--- src/rtl/picorv_pkg.sv ---
// Shared arbiter definitions: ownership state encoding and XLEN legality check.
package picorv_pkg;

  typedef enum logic [1:0] {
    ARB_IDLE = 2'd0,
    ARB_OWN0 = 2'd1,
    ARB_OWN1 = 2'd2
  } arb_state_e;

  function automatic logic xlen_ok(input int xlen);
    return (xlen == 32) || (xlen == 64);
  endfunction

endpackage

--- src/rtl/picorv_rrarb2.sv ---
// 2-way round-robin next-owner selector, purely combinational.
// prio names the winner when both ports request at once.
module picorv_rrarb2 (
  input  logic req0_i,
  input  logic req1_i,
  input  logic prio_i,
  output logic win_vld_o,
  output logic win_o
);

  assign win_vld_o = req0_i | req1_i;
  assign win_o     = (req0_i && req1_i) ? prio_i : req1_i;

endmodule

--- src/rtl/picorv_memarb.sv ---
// Two-master reqst/grant memory arbiter: registered ownership, round-robin ties,
// combinational data path so transfers add no latency.
module picorv_memarb
  import picorv_pkg::*;
#(
  parameter int XLEN = 32
) (
  input  logic              clock,
  input  logic              reset,
  input  logic              p0_reqst,
  output logic              p0_grant,
  input  logic              p0_valid,
  output logic              p0_ready,
  input  logic [XLEN-1:0]   p0_addr,
  input  logic [XLEN-1:0]   p0_wdata,
  input  logic [XLEN/8-1:0] p0_wstrb,
  output logic [XLEN-1:0]   p0_rdata,
  input  logic              p1_reqst,
  output logic              p1_grant,
  input  logic              p1_valid,
  output logic              p1_ready,
  input  logic [XLEN-1:0]   p1_addr,
  input  logic [XLEN-1:0]   p1_wdata,
  input  logic [XLEN/8-1:0] p1_wstrb,
  output logic [XLEN-1:0]   p1_rdata,
  output logic              mem_valid,
  input  logic              mem_ready,
  output logic [XLEN-1:0]   mem_addr,
  output logic [XLEN-1:0]   mem_wdata,
  output logic [XLEN/8-1:0] mem_wstrb,
  input  logic [XLEN-1:0]   mem_rdata
);

  if (!xlen_ok(XLEN)) begin : g_xlen_chk
    $error("picorv_memarb: XLEN must be 32 or 64");
  end

  arb_state_e state_q;
  logic       prio_q;
  logic       win_vld;
  logic       win;
  logic       own_reqst;
  logic       own_valid;
  logic       owner_release;

  // Raw requests suffice: a releasing owner has its own reqst low already.
  picorv_rrarb2 u_rrarb (
    .req0_i    (p0_reqst),
    .req1_i    (p1_reqst),
    .prio_i    (prio_q),
    .win_vld_o (win_vld),
    .win_o     (win)
  );

  always_comb begin
    mem_valid = 1'b0;
    mem_addr  = '0;
    mem_wdata = '0;
    mem_wstrb = '0;
    own_reqst = 1'b0;
    own_valid = 1'b0;
    case (state_q)
      ARB_OWN0: begin
        mem_valid = p0_valid;
        mem_addr  = p0_addr;
        mem_wdata = p0_wdata;
        mem_wstrb = p0_wstrb;
        own_reqst = p0_reqst;
        own_valid = p0_valid;
      end
      ARB_OWN1: begin
        mem_valid = p1_valid;
        mem_addr  = p1_addr;
        mem_wdata = p1_wdata;
        mem_wstrb = p1_wstrb;
        own_reqst = p1_reqst;
        own_valid = p1_valid;
      end
      default: ;
    endcase
  end

  // An owner with a transfer still in flight keeps the bus even without reqst.
  assign owner_release = (state_q != ARB_IDLE) && !own_reqst && !own_valid && !mem_valid;

  always_ff @(posedge clock) begin
    if (reset) begin
      state_q <= ARB_IDLE;
      prio_q  <= 1'b1;
    end else if (state_q == ARB_IDLE || owner_release) begin
      if (win_vld) begin
        state_q <= win ? ARB_OWN1 : ARB_OWN0;
        prio_q  <= ~win;
      end else begin
        state_q <= ARB_IDLE;
      end
    end
  end

  assign p0_grant = (state_q == ARB_OWN0);
  assign p1_grant = (state_q == ARB_OWN1);
  assign p0_ready = mem_ready && mem_valid && (state_q == ARB_OWN0);
  assign p1_ready = mem_ready && mem_valid && (state_q == ARB_OWN1);
  assign p0_rdata = mem_rdata;
  assign p1_rdata = mem_rdata;

endmodule
--- config.mk ---
export PLATFORM = sky130hd
export DESIGN_NAME = picorv_memarb
export DESIGN_NICKNAME = d
export VERILOG_FILES = /design/src/rtl/picorv_pkg.sv /design/src/rtl/picorv_rrarb2.sv /design/src/rtl/picorv_memarb.sv
export SDC_FILE = /design/constraint.sdc
export NUM_CORES = 1
export LEC_CHECK = 0
export CAP_MARGIN = 10
export CORE_AREA = 2 2 121 123
export CTS_BUF_LIST = sky130_fd_sc_hd__clkbuf_8
export DETAILED_ROUTE_END_ITERATION = 8
export DIE_AREA = 0 0 123 125
export SLEW_MARGIN = 25
export SYNTH_ARGS = -nofsm -noshare
export SYNTH_HDL_FRONTEND = slang
export SYNTH_SLANG_ARGS = --single-unit
--- constraint.sdc ---
create_clock -name clock -period 1.8 [get_ports clock]
set_input_delay 0.36 -clock clock [delete_from_list [all_inputs] [get_ports clock]]
set_output_delay 0.36 -clock clock [all_outputs]
set_load 0.01 [all_outputs]
==> summary.md <==
| Metric | Value |
|---|---|
| Max Slew Vio Count | 0 |
| Critical-path cell list | buf_6 -> ha_4 -> buf_12 -> buf_12 -> buf_12 -> a22oi_2 -> nor2b_1 -> buf_2 |
| CP top delay family | buffers and inverters |
| Core box area | approximately 0.014 sq mm |
| Fin util | 33.7% |
| Sw Ratio | 34.0% |
| Layout cells sized above 1 | 49.0% |
| RSZ-0062 raised after global routing | true |
| Syn-to-layout area delta | 170% |
| Routed WL per cell | 18.3 microns |
| First drt pass iteration count | 4 |
| Fmax achieved | between 0.5 and 0.6 GHz |
| # DRC | 0 |
| Max Cap Viol | 0 |
| Net switching power | 628 uW |
| Multi-input gate area | 0.00159 sq mm |
| Final wirelength | 11400 microns |
| Most common cell after layout, fill and taps aside | clkdlybuf4s50_1 |
| CP Data Required Time | approximately 1.4 ns |
| GRT Total Usage | 13.1% |
| Clock Tree Root | clkbuf_8 |
| Final ANT Viol Nets | 0 |
| Hpwl dp | 6410 microns |
| Synth Area in Simple Gates | 26.8% |
| # rows | 44 |
| Failing checks | negative setup slack |
| Ant diodes | 0 |
| Commonest non-fill, non-tap cells in the layout | clkdlybuf4s50_1 (142), a22oi_2 (52), buf_2 (49), nor2b_1 (45), buf_6 (37) |
| Clk buf depth | 2 |
| Placed cell count | 576 |
| Number of global-route vias before repair | 2688 |
| Compound-Gate Fraction of Synth Area | 32.3% |
| Critical path arrival | around 1.6 ns |
| Worst clock skew | about 0.0014 ns |
| Total area of sequential cells | 67.6 sq um |
| Clock latency on the worst-skew pair | 0.22 ns |
| Die Height | roughly 130 microns |
| TritonCTS Buffers | 3 |
| Die Wd | ~120 microns |
| Status | complete, but fails checks |
| Critical Path Fanout Max | 5 |
| Worst Path Buf+Inv | 5 |
| Cts hold-fix bufs | 0 |
| TritonCTS clock tree | built |
| Slew at the pin closest to its max-slew limit | 0.279 ns |
| Vias | 2621 |
| DIE AREA | around 0.015 sq mm |
| Critical Path Source Type | flip-flop |
| Largest net degree at the start of global routing | 29 |
| Maximum vdd drop | 0.219 mV |
| Fin crit period | ~2.0 ns |
| Number of antenna violations at the first check in global routing | 0 |
| DR iter-0 viols | 44 |
| Global-route wire length before repair | approximately 15000 microns |
| Leakage | 1.80 nW |
| Clock sink count | 3 |
| Hold path startpoint | state_q[0] |
| Clk pwr share | between 10% and 20% |
| Final Hold Violating Endpoints | 0 |
| Clock-pin slew on the worst setup and hold paths | 0.03 ns |
| Setup TNS Final | -6.13 ns |
| CP peak stage delay | 0.35 ns |
| Port Buffers | between 200 and 250 |
| Endpoints failing setup | 68 |
| Mapped Cells | 253 |
| Syn Area/Cell | 7.02 sq um |
| Routability cong. | around 0.65 |
| Critical-path top delay cell | dfxtp_4 |
| Grt ovf | 0 |
| Main combinational cell family by area after synthesis | buffers and inverters |
| Initial Util | 12.5% |
| Io pins | 312 |
| Path type of the worst setup path | flip-flop to output port |
| Fin cells | 621 |
| Final worst slack | -0.170 ns |
| Sequential cell area fraction in the yosys report | 3.38% |
| Comb pwr share | 85.0% |
| Fillers | 1451 |
| Yosys warnings | 0 |
| Power per cell area | 386 mW/mm^2 |
| Flops & latches, synth | 3 |
| FF-to-FF Start | state_q[0] |
| Internal power | between 1 and 1.5 mW |
| Post-synthesis mux area share | 1.13% |
| Top cell by count, worst path | buf_12 |
| Worst setup startpoint | state_q[1] |
| Number of H-tree levels | 1 |
| Nets | 616 |
| Reg power frac | 4.6% |
| Max_slew headroom | 81.3% |
| Post-Place Setup Slack | -0.446 ns |
| Worst Hold Class | flip-flop to flip-flop |
| Mapped Nets | 431 |
| Final period util | 109% |
| Post-Syn Area | around 0.0018 sq mm |
| Worst Hold Slack | 0.519 ns |
| Synth Area in XOR/XNOR | 0% |
| Crit end category | output port |
| Yosys cell types | 21 |
| Adder-Cell Fraction of Synth Area | 2.11% |
| Via density | 4.22 |
-- registers in the layout (all words and copies together) (netlist names) --
name / flops
prio_q: 1
state_q: 2
-- layout make-up --
| class | instances | share of cell area, % |
|---|---|---|
| well taps | 184 | 4.80 |
| flip-flops and latches | 3 | 1.41 |
| clock inverters | 1 | 0.0783 |
| repair buffers | 267 | 59.3 |
| multi-input cells | 159 | 33.1 |
| clock buffers | 3 | 0.861 |
| inverters | 4 | 0.418 |
-- cells in the mapped netlist --
library cell	n	area [sq um]
nand3_1	1	5.00
dfxtp_1	3	60.1
clkbuf_1	8	30.0
nor3_1	1	5.00
o211ai_1	1	7.51
o21ai_2	1	8.76
a2111o_1	1	11.3
buf_4	67	503
nand2_1	4	15.0
o311a_1	1	10.0
a21oi_1	1	5.00
mux2i_1	2	20.0
inv_1	4	15.0
nand2b_1	1	6.26
ha_1	3	37.5
and3_1	2	12.5
buf_2	12	60.1
o21ai_1	1	5.00
a22oi_1	69	518
a41oi_1	1	8.76
nor2b_1	69	432
-- metrics by stage --
step                power [mW]  instance area [sq um]
floorplan                0.584                   1780
global placement         0.988                   3700
detailed placement        1.00                   3700
CTS                       1.65                   4250
global route              1.96                   4790
finish                    1.85                   4790
-- worst paths after layout --
check,end,slack (ns),depth (start not counted)
worst max-delay path,mem_addr[26],-0.17,8
worst min register to register,state_q[0],0.52,2
worst max register to register,prio_q,0.06,9
worst min-delay path,state_q[0],0.52,2
-- logic make-up (layout without fill, tap and decap cells) --
logic type      count (synthesis)  after routing
flops                           3              3
fa+ha+maj                       3              3
buf+inv                        91            275
simple gates                   78             78
mux                             2              2
compound gates                 76             76
-- power groups by stage --
stage	combinational (mW)	sequential [mW]	clock, mW
floorplan	0.502	0.0815	0
global placement	0.906	0.0825	0
detailed placement	0.921	0.0835	0
CTS	1.37	0.0848	0.197
global route	1.67	0.0859	0.204
finish	1.57	0.0849	0.193
-- metal layers --
| layer | part of all wire [%] | global-route usage (%) | wire length (microns) |
|---|---|---|---|
| met2 | 51 | 24.4 | 5750 |
| met1 | 39 | 14.7 | 4410 |
| met4 | 3.6 | 5.68 | 411 |
| met5 | 0 | 0 | 0 |
| met3 | 7.0 | 1.64 | 800 |
-- worst reg2reg max path, cell delays in order, from the launching register on --
cell	delay, ns
dfxtp_4	0.37
inv_4	0.05
ha_4	0.32
buf_12	0.13
buf_16	0.11
buf_6	0.09
buf_8	0.09
nand2b_4	0.06
a2111o_1	0.28
o311a_1	0.12
-- what timing repair did --
| item | CTS | global route |
|---|---|---|
| setup buffers | 22 | 6 |
| pin swaps | 8 | 19 |
| hold endpoints to repair | 0 | 0 |
| setup endpoints to repair | 74 | 73 |
| gates resized for setup | 361 | 80 |
| gates cloned | 10 | 5 |
Power figures use the tool's default switching activity.
